### config.mk
export PLATFORM = sky130hd
export DESIGN_NAME = trb_mem_arbiter
export DESIGN_NICKNAME = d
export VERILOG_FILES = /design/src/rtl/trb_mem_arbiter.sv
export SDC_FILE = /design/constraint.sdc
export NUM_CORES = 1
export LEC_CHECK = 0
export CAP_MARGIN = 0
export CORE_MARGIN = 10
export CORE_UTILIZATION = 36
export DETAILED_ROUTE_END_ITERATION = 8
export MAX_ROUTING_LAYER = met4
export SYNTH_ARGS = -nofsm -noshare
export SYNTH_HDL_FRONTEND = slang
export SYNTH_SLANG_ARGS = --single-unit
### constraint.sdc
create_clock -name CLK_I -period 3 [get_ports CLK_I]
set_clock_uncertainty 0.1 [all_clocks]
set_input_delay 0.9 -clock CLK_I [delete_from_list [all_inputs] [get_ports CLK_I]]
set_output_delay 0.9 -clock CLK_I [all_outputs]
set_load 0.01 [all_outputs]
### src/rtl/trb_mem_arbiter.sv
// Trace-buffer memory responder: alternates read/write slots for the Logger and
// lends unused write slots to a host access port.
module trb_mem_arbiter #(
  parameter int unsigned TRB_WIDTH      = 32,
  parameter int unsigned TRB_ADDR_WIDTH = 5,
  parameter int unsigned DROP_CNT_WIDTH = 16
) (
  input  logic                      CLK_I,
  input  logic                      RST_NI,
  output logic                      RW_TURN_O,
  input  logic                      WRITE_I,
  output logic                      WRITE_ALLOW_O,
  output logic                      READ_ALLOW_O,
  input  logic [TRB_ADDR_WIDTH-1:0] WRITE_PTR_I,
  input  logic [TRB_WIDTH-1:0]      DATA_I,
  input  logic [TRB_ADDR_WIDTH-1:0] READ_PTR_I,
  output logic [TRB_WIDTH-1:0]      DATA_O,
  input  logic                      SOFT_CLR_I,
  input  logic                      HOST_REQ_I,
  input  logic                      HOST_WE_I,
  input  logic [TRB_ADDR_WIDTH-1:0] HOST_ADDR_I,
  input  logic [TRB_WIDTH-1:0]      HOST_DATA_I,
  output logic                      HOST_GNT_O,
  output logic [TRB_WIDTH-1:0]      HOST_DATA_O,
  output logic                      HOST_VALID_O,
  output logic [DROP_CNT_WIDTH-1:0] DROP_CNT_O
);

  localparam int unsigned DEPTH = 2 ** TRB_ADDR_WIDTH;

  typedef enum logic [1:0] {
    S_IDLE,
    S_WAIT_SLOT,
    S_RESP
  } host_state_t;

  host_state_t               r_state;
  host_state_t               w_state_d;
  logic                      r_turn;
  logic [TRB_WIDTH-1:0]      r_mem [DEPTH];
  logic [TRB_ADDR_WIDTH-1:0] r_next_wptr;
  logic [TRB_ADDR_WIDTH-1:0] w_next_wptr_d;
  logic [TRB_ADDR_WIDTH-1:0] w_wptr_inc;
  logic                      w_wr_try;
  logic                      w_wr_ok;
  logic                      w_wr_drop;
  logic                      w_host_gnt;

  assign w_wptr_inc = WRITE_PTR_I + TRB_ADDR_WIDTH'(1);
  assign w_wr_try   = r_turn & WRITE_I;
  assign w_wr_ok    = w_wr_try & WRITE_ALLOW_O;
  assign w_wr_drop  = w_wr_try & ~WRITE_ALLOW_O;

  // Host only gets a write slot the Logger leaves untouched; a soft clear cancels it.
  assign w_host_gnt = (r_state == S_WAIT_SLOT) & HOST_REQ_I & r_turn & ~WRITE_I & ~SOFT_CLR_I;

  assign RW_TURN_O    = r_turn;
  assign HOST_GNT_O   = w_host_gnt;
  assign HOST_VALID_O = (r_state == S_RESP);

  always_comb begin
    w_next_wptr_d = r_next_wptr;
    if (SOFT_CLR_I) begin
      w_next_wptr_d = '0;
    end else if (w_wr_ok) begin
      w_next_wptr_d = w_wptr_inc;
    end
  end

  always_comb begin
    w_state_d = r_state;
    unique case (r_state)
      S_IDLE:      if (HOST_REQ_I) w_state_d = S_WAIT_SLOT;
      S_WAIT_SLOT: begin
        if (!HOST_REQ_I) begin
          w_state_d = S_IDLE;
        end else if (w_host_gnt) begin
          w_state_d = HOST_WE_I ? S_IDLE : S_RESP;
        end
      end
      S_RESP:      w_state_d = S_IDLE;
      default:     w_state_d = S_IDLE;
    endcase
    if (SOFT_CLR_I) w_state_d = S_IDLE;
  end

  always_ff @(posedge CLK_I) begin
    if (w_wr_ok) begin
      r_mem[WRITE_PTR_I] <= DATA_I;
    end else if (w_host_gnt && HOST_WE_I) begin
      r_mem[HOST_ADDR_I] <= HOST_DATA_I;
    end
  end

  always_ff @(posedge CLK_I or negedge RST_NI) begin
    if (!RST_NI) begin
      r_state       <= S_IDLE;
      r_turn        <= 1'b0;
      r_next_wptr   <= '0;
      WRITE_ALLOW_O <= 1'b1;
      READ_ALLOW_O  <= 1'b0;
      DATA_O        <= '0;
      HOST_DATA_O   <= '0;
      DROP_CNT_O    <= '0;
    end else begin
      r_state       <= w_state_d;
      r_turn        <= ~r_turn;
      r_next_wptr   <= w_next_wptr_d;
      WRITE_ALLOW_O <= (w_wptr_inc != READ_PTR_I);
      READ_ALLOW_O  <= (READ_PTR_I != w_next_wptr_d);
      if (!r_turn) DATA_O <= r_mem[READ_PTR_I];
      if (w_host_gnt && !HOST_WE_I) HOST_DATA_O <= r_mem[HOST_ADDR_I];
      if (SOFT_CLR_I) begin
        DROP_CNT_O <= '0;
      end else if (w_wr_drop && !(&DROP_CNT_O)) begin
        DROP_CNT_O <= DROP_CNT_O + DROP_CNT_WIDTH'(1);
      end
    end
  end

endmodule

==> summary.md <==
| Metric | Value |
|---|---|
| Pin count of the biggest net entering global routing | 43 |
| Part of the Yosys area used for sequential elements | 0.622 |
| Placed cell count | 5913 |
| Via density | 5.90 |
| HPWL Detailed | 120 mm |
| Vias in the first global route | 36300 |
| Clk_lat worst skew | 750 ps |
| Crit path required time | 2000 ps |
| Worst-path cell chain | clkdlybuf4s50_1 |
| Power Dens Cells | 556 nW/um^2 |
| Worst-path clk slew | 60 ps |
| Worst Slack Setup Final | 72.4 ps |
| Hold Vio Cnt, Final | 0 |
| Layout Cells excl Fill | 6137 |
| Nature of the critical path endpoint | primary output |
| Worst setup SP type | flop |
| CP max stage delay | 670 ps |
| Avg Cell Area, Syn | 14.9 sq um |
| Async SR Flop Fraction | 0.0808 |
| Final Cycle Share | 0.976 |
| Die ar. | 163000 sq um |
| Clock Sinks | 1114 |
| Number of flops mapped to enable cells by yosys | 1024 |
| Combinational share of power | 0.109 |
| Mapped Area | 53100 sq um |
| Seq pwr share | 0.468 |
| Wirelength per Cell | 29.6 microns |
| H-Tree Depth | 3 |
| Most frequent cells in the layout | 1028 x mux2i_1, 1024 x edfxtp_1, 355 x buf_4, 260 x a22oi_1, 189 x buf_12 |
| CP max FO | 2 |
| Worst EP arrival | 1930 ps |
| Most common cell after layout, fill and taps aside | mux2i_1 |
| GRT Total Usage | 0.222 |
| Fin crit period | 2930 ps |
| Initial antenna violation count | 1 |
| Mapped Nets | 3658 |
| Final-stage net count | 4205 |
| Worst-margin pin slew | 1060 ps |
| Top Ports | 170 |
| Grt ovf | 0 |
| Status | finished, final reports clean |
| CP Buf/Inv Count | 1 |
| Setup Crit Path Kind | flop to primary output |
| Final setup fails | 0 |
| Fin. max-slew vios | 0 |
| Internal | 28.2 mW |
| Max_cap viols | 0 |
| Ys Warns | 0 |
| RSZ-0062 raised after global routing | no |
| Layout cells sized above 1 | 0.208 |
| Initial core utilization | 0.363 |
| DRC | 0 |
| Detailed Routing Iterations Pass 1 | 6 |
| Area growth, synth to finish | 25.3% |
| Max-slew headroom | 0.293 |
| Top FF cell, synth | edfxtp_1 |
| Vias | 36200 |
| Place WS | -764 ps |
| Area of the core | 146000 sq um |
| First-pass GRT wire length | 260 mm |
| Leakage power | 25.2 nW |
| Cell family with most CP delay | buffers and inverters |
| Post-Route WL | 182 mm |
| Die Span Y | 404 microns |
| ANT nets after route | 0 |
| Switching Fraction | 0.237 |
| Psw | 8.78 mW |
| Clock Tree Root | clkbuf_16 |
| Worst vdd ir | 454 uV |
| Unique masters post-synth | 50 |
| FMAX | 342 MHz |
| CTS Buf Count | 117 |
| Clock share of power | 0.423 |
| Synth Register Bits | 1114 |
| Antenna diode count | 0 |
| Synthesized netlist cell count | 3571 |
| CP max-delay cell | clkdlybuf4s50_1 |
| Cell Rows | 140 |
| Clock Path Buffers | 3 |
| First DRT Iteration DRCs | 3765 |
| Die W | 404 microns |
| Global placer's final weighted congestion | 0.892 |
| Buffers on Ports | 169 |
| CTS tree | done |
| Worst min-delay path category | flop to flop |
[synthesized netlist by cell type, types with 5 or more instances]
cell type,number,area [sq um]
o41ai_2,62,1010
o22ai_1,64,400
nand3_1,8,40.0
buf_4,53,398
clkbuf_4,11,82.6
nor3_1,17,85.1
edfxtp_1,1024,30700
mux2i_1,1028,10300
nand4_1,5,31.3
inv_1,8,30.0
a221oi_1,103,902
a221oi_2,25,375
clkbuf_1,125,469
and3_1,6,37.5
a21oi_1,142,711
nor2b_1,8,50.1
buf_6,27,304
xnor2_1,19,166
nor3b_1,6,45.0
buf_1,21,78.8
buf_2,49,245
nor2_1,60,225
a22oi_1,260,1950
nand2_1,173,649
a22o_1,128,1120
dfrtp_1,89,2230
xor2_1,5,43.8
[stage by stage]
| step | utilization | setup TNS [ps] | power, mW | cell area, sq um | hold WS (ps) |
|---|---|---|---|---|---|
| final | 0.455 | 0 | 37.0 | 66500 | 381 |
| after global routing | 0.455 | 0 | 38.0 | 66500 | 405 |
| after CTS | 0.455 | 0 | 37.2 | 66500 | 383 |
| after detailed placement | 0.427 | -994620 | 21.6 | 62400 | 366 |
| after global placement | 0.427 | -1051520 | 21.6 | 62400 | 370 |
| after floorplan | - | -282390 | 19.5 | 53200 | 400 |
[cell type report]
| class | instances | area (sq um) |
|---|---|---|
| fillers | 12700 | 79600 |
| inverters | 8 | 30.0 |
| clock inverters | 85 | 1070 |
| well taps | 1917 | 2400 |
| repair buffers | 714 | 8170 |
| clock buffers | 136 | 3050 |
| multi-input cells | 2163 | 18800 |
| flip-flops and latches | 1114 | 33000 |
[metal layers]
metal,wire [microns],track usage,vias to the layer above
met5,0,-,-
met4,5270,0.0645,0
met3,12600,0.0312,299
met2,85800,0.353,1534
met1,78100,0.296,18800
li1,-,-,15600
[final timing paths]
kind                                 start         endpoint  slack [ps]  cells after the start
min in group asynchronous           RST_NI       DATA_O[28]         540                      2
max in group asynchronous           RST_NI    WRITE_ALLOW_O        1590                      3
setup reg to reg                 RW_TURN_O    r_mem[23][20]         220                      8
hold reg to reg            HOST_DATA_O[14]  HOST_DATA_O[14]         380                      2
hold / removal             HOST_DATA_O[14]  HOST_DATA_O[14]         380                      2
setup / recovery           HOST_DATA_O[17]  HOST_DATA_O[17]          70                      1
[sequential cells by signal, indices dropped and copies added, names as in the netlist]
| register | count |
|---|---|
| r_mem | 1024 |
| WRITE_ALLOW_O | 1 |
| READ_ALLOW_O | 1 |
| RW_TURN_O | 1 |
| r_next_wptr | 5 |
| DATA_O | 32 |
| r_state | 2 |
| HOST_DATA_O | 32 |
| DROP_CNT_O | 16 |
[power by group through the flow]
stage	clock network (mW)	registers (mW)	logic (mW)
after floorplan	0	17.6	1.94
after global placement	0	17.6	3.99
after detailed placement	0	17.6	4.01
after CTS	15.8	17.3	4.03
after global routing	16.4	17.3	4.23
final	15.7	17.3	4.03
[cell families (layout without fill, tap and decap cells)]
group / count (synthesis) / after routing / synth area share
DFF: 1114 / 1114 / 0.622
AOI/OAI and AO/OA: 802 / 802 / 0.124
muxes: 1028 / 1028 / 0.194
xor gates and xnor gates: 24 / 24 / 0.00396
adders and majority gates: 2 / 2 / 0.000471
and+or+nand+nor: 307 / 307 / 0.0253
buffers and inverters: 294 / 943 / 0.0303
[repair_timing]
action / 4_1_cts / 5_1_grt
pin swaps: 1 / 2
resized for setup: 8 / 2
setup buffers: 2 / 0
setup endpoints to repair: 1 / 41
hold buffers: 1 / 0
endpoints found under the hold margin: 24 / 0
Power figures use the tool's default switching activity.
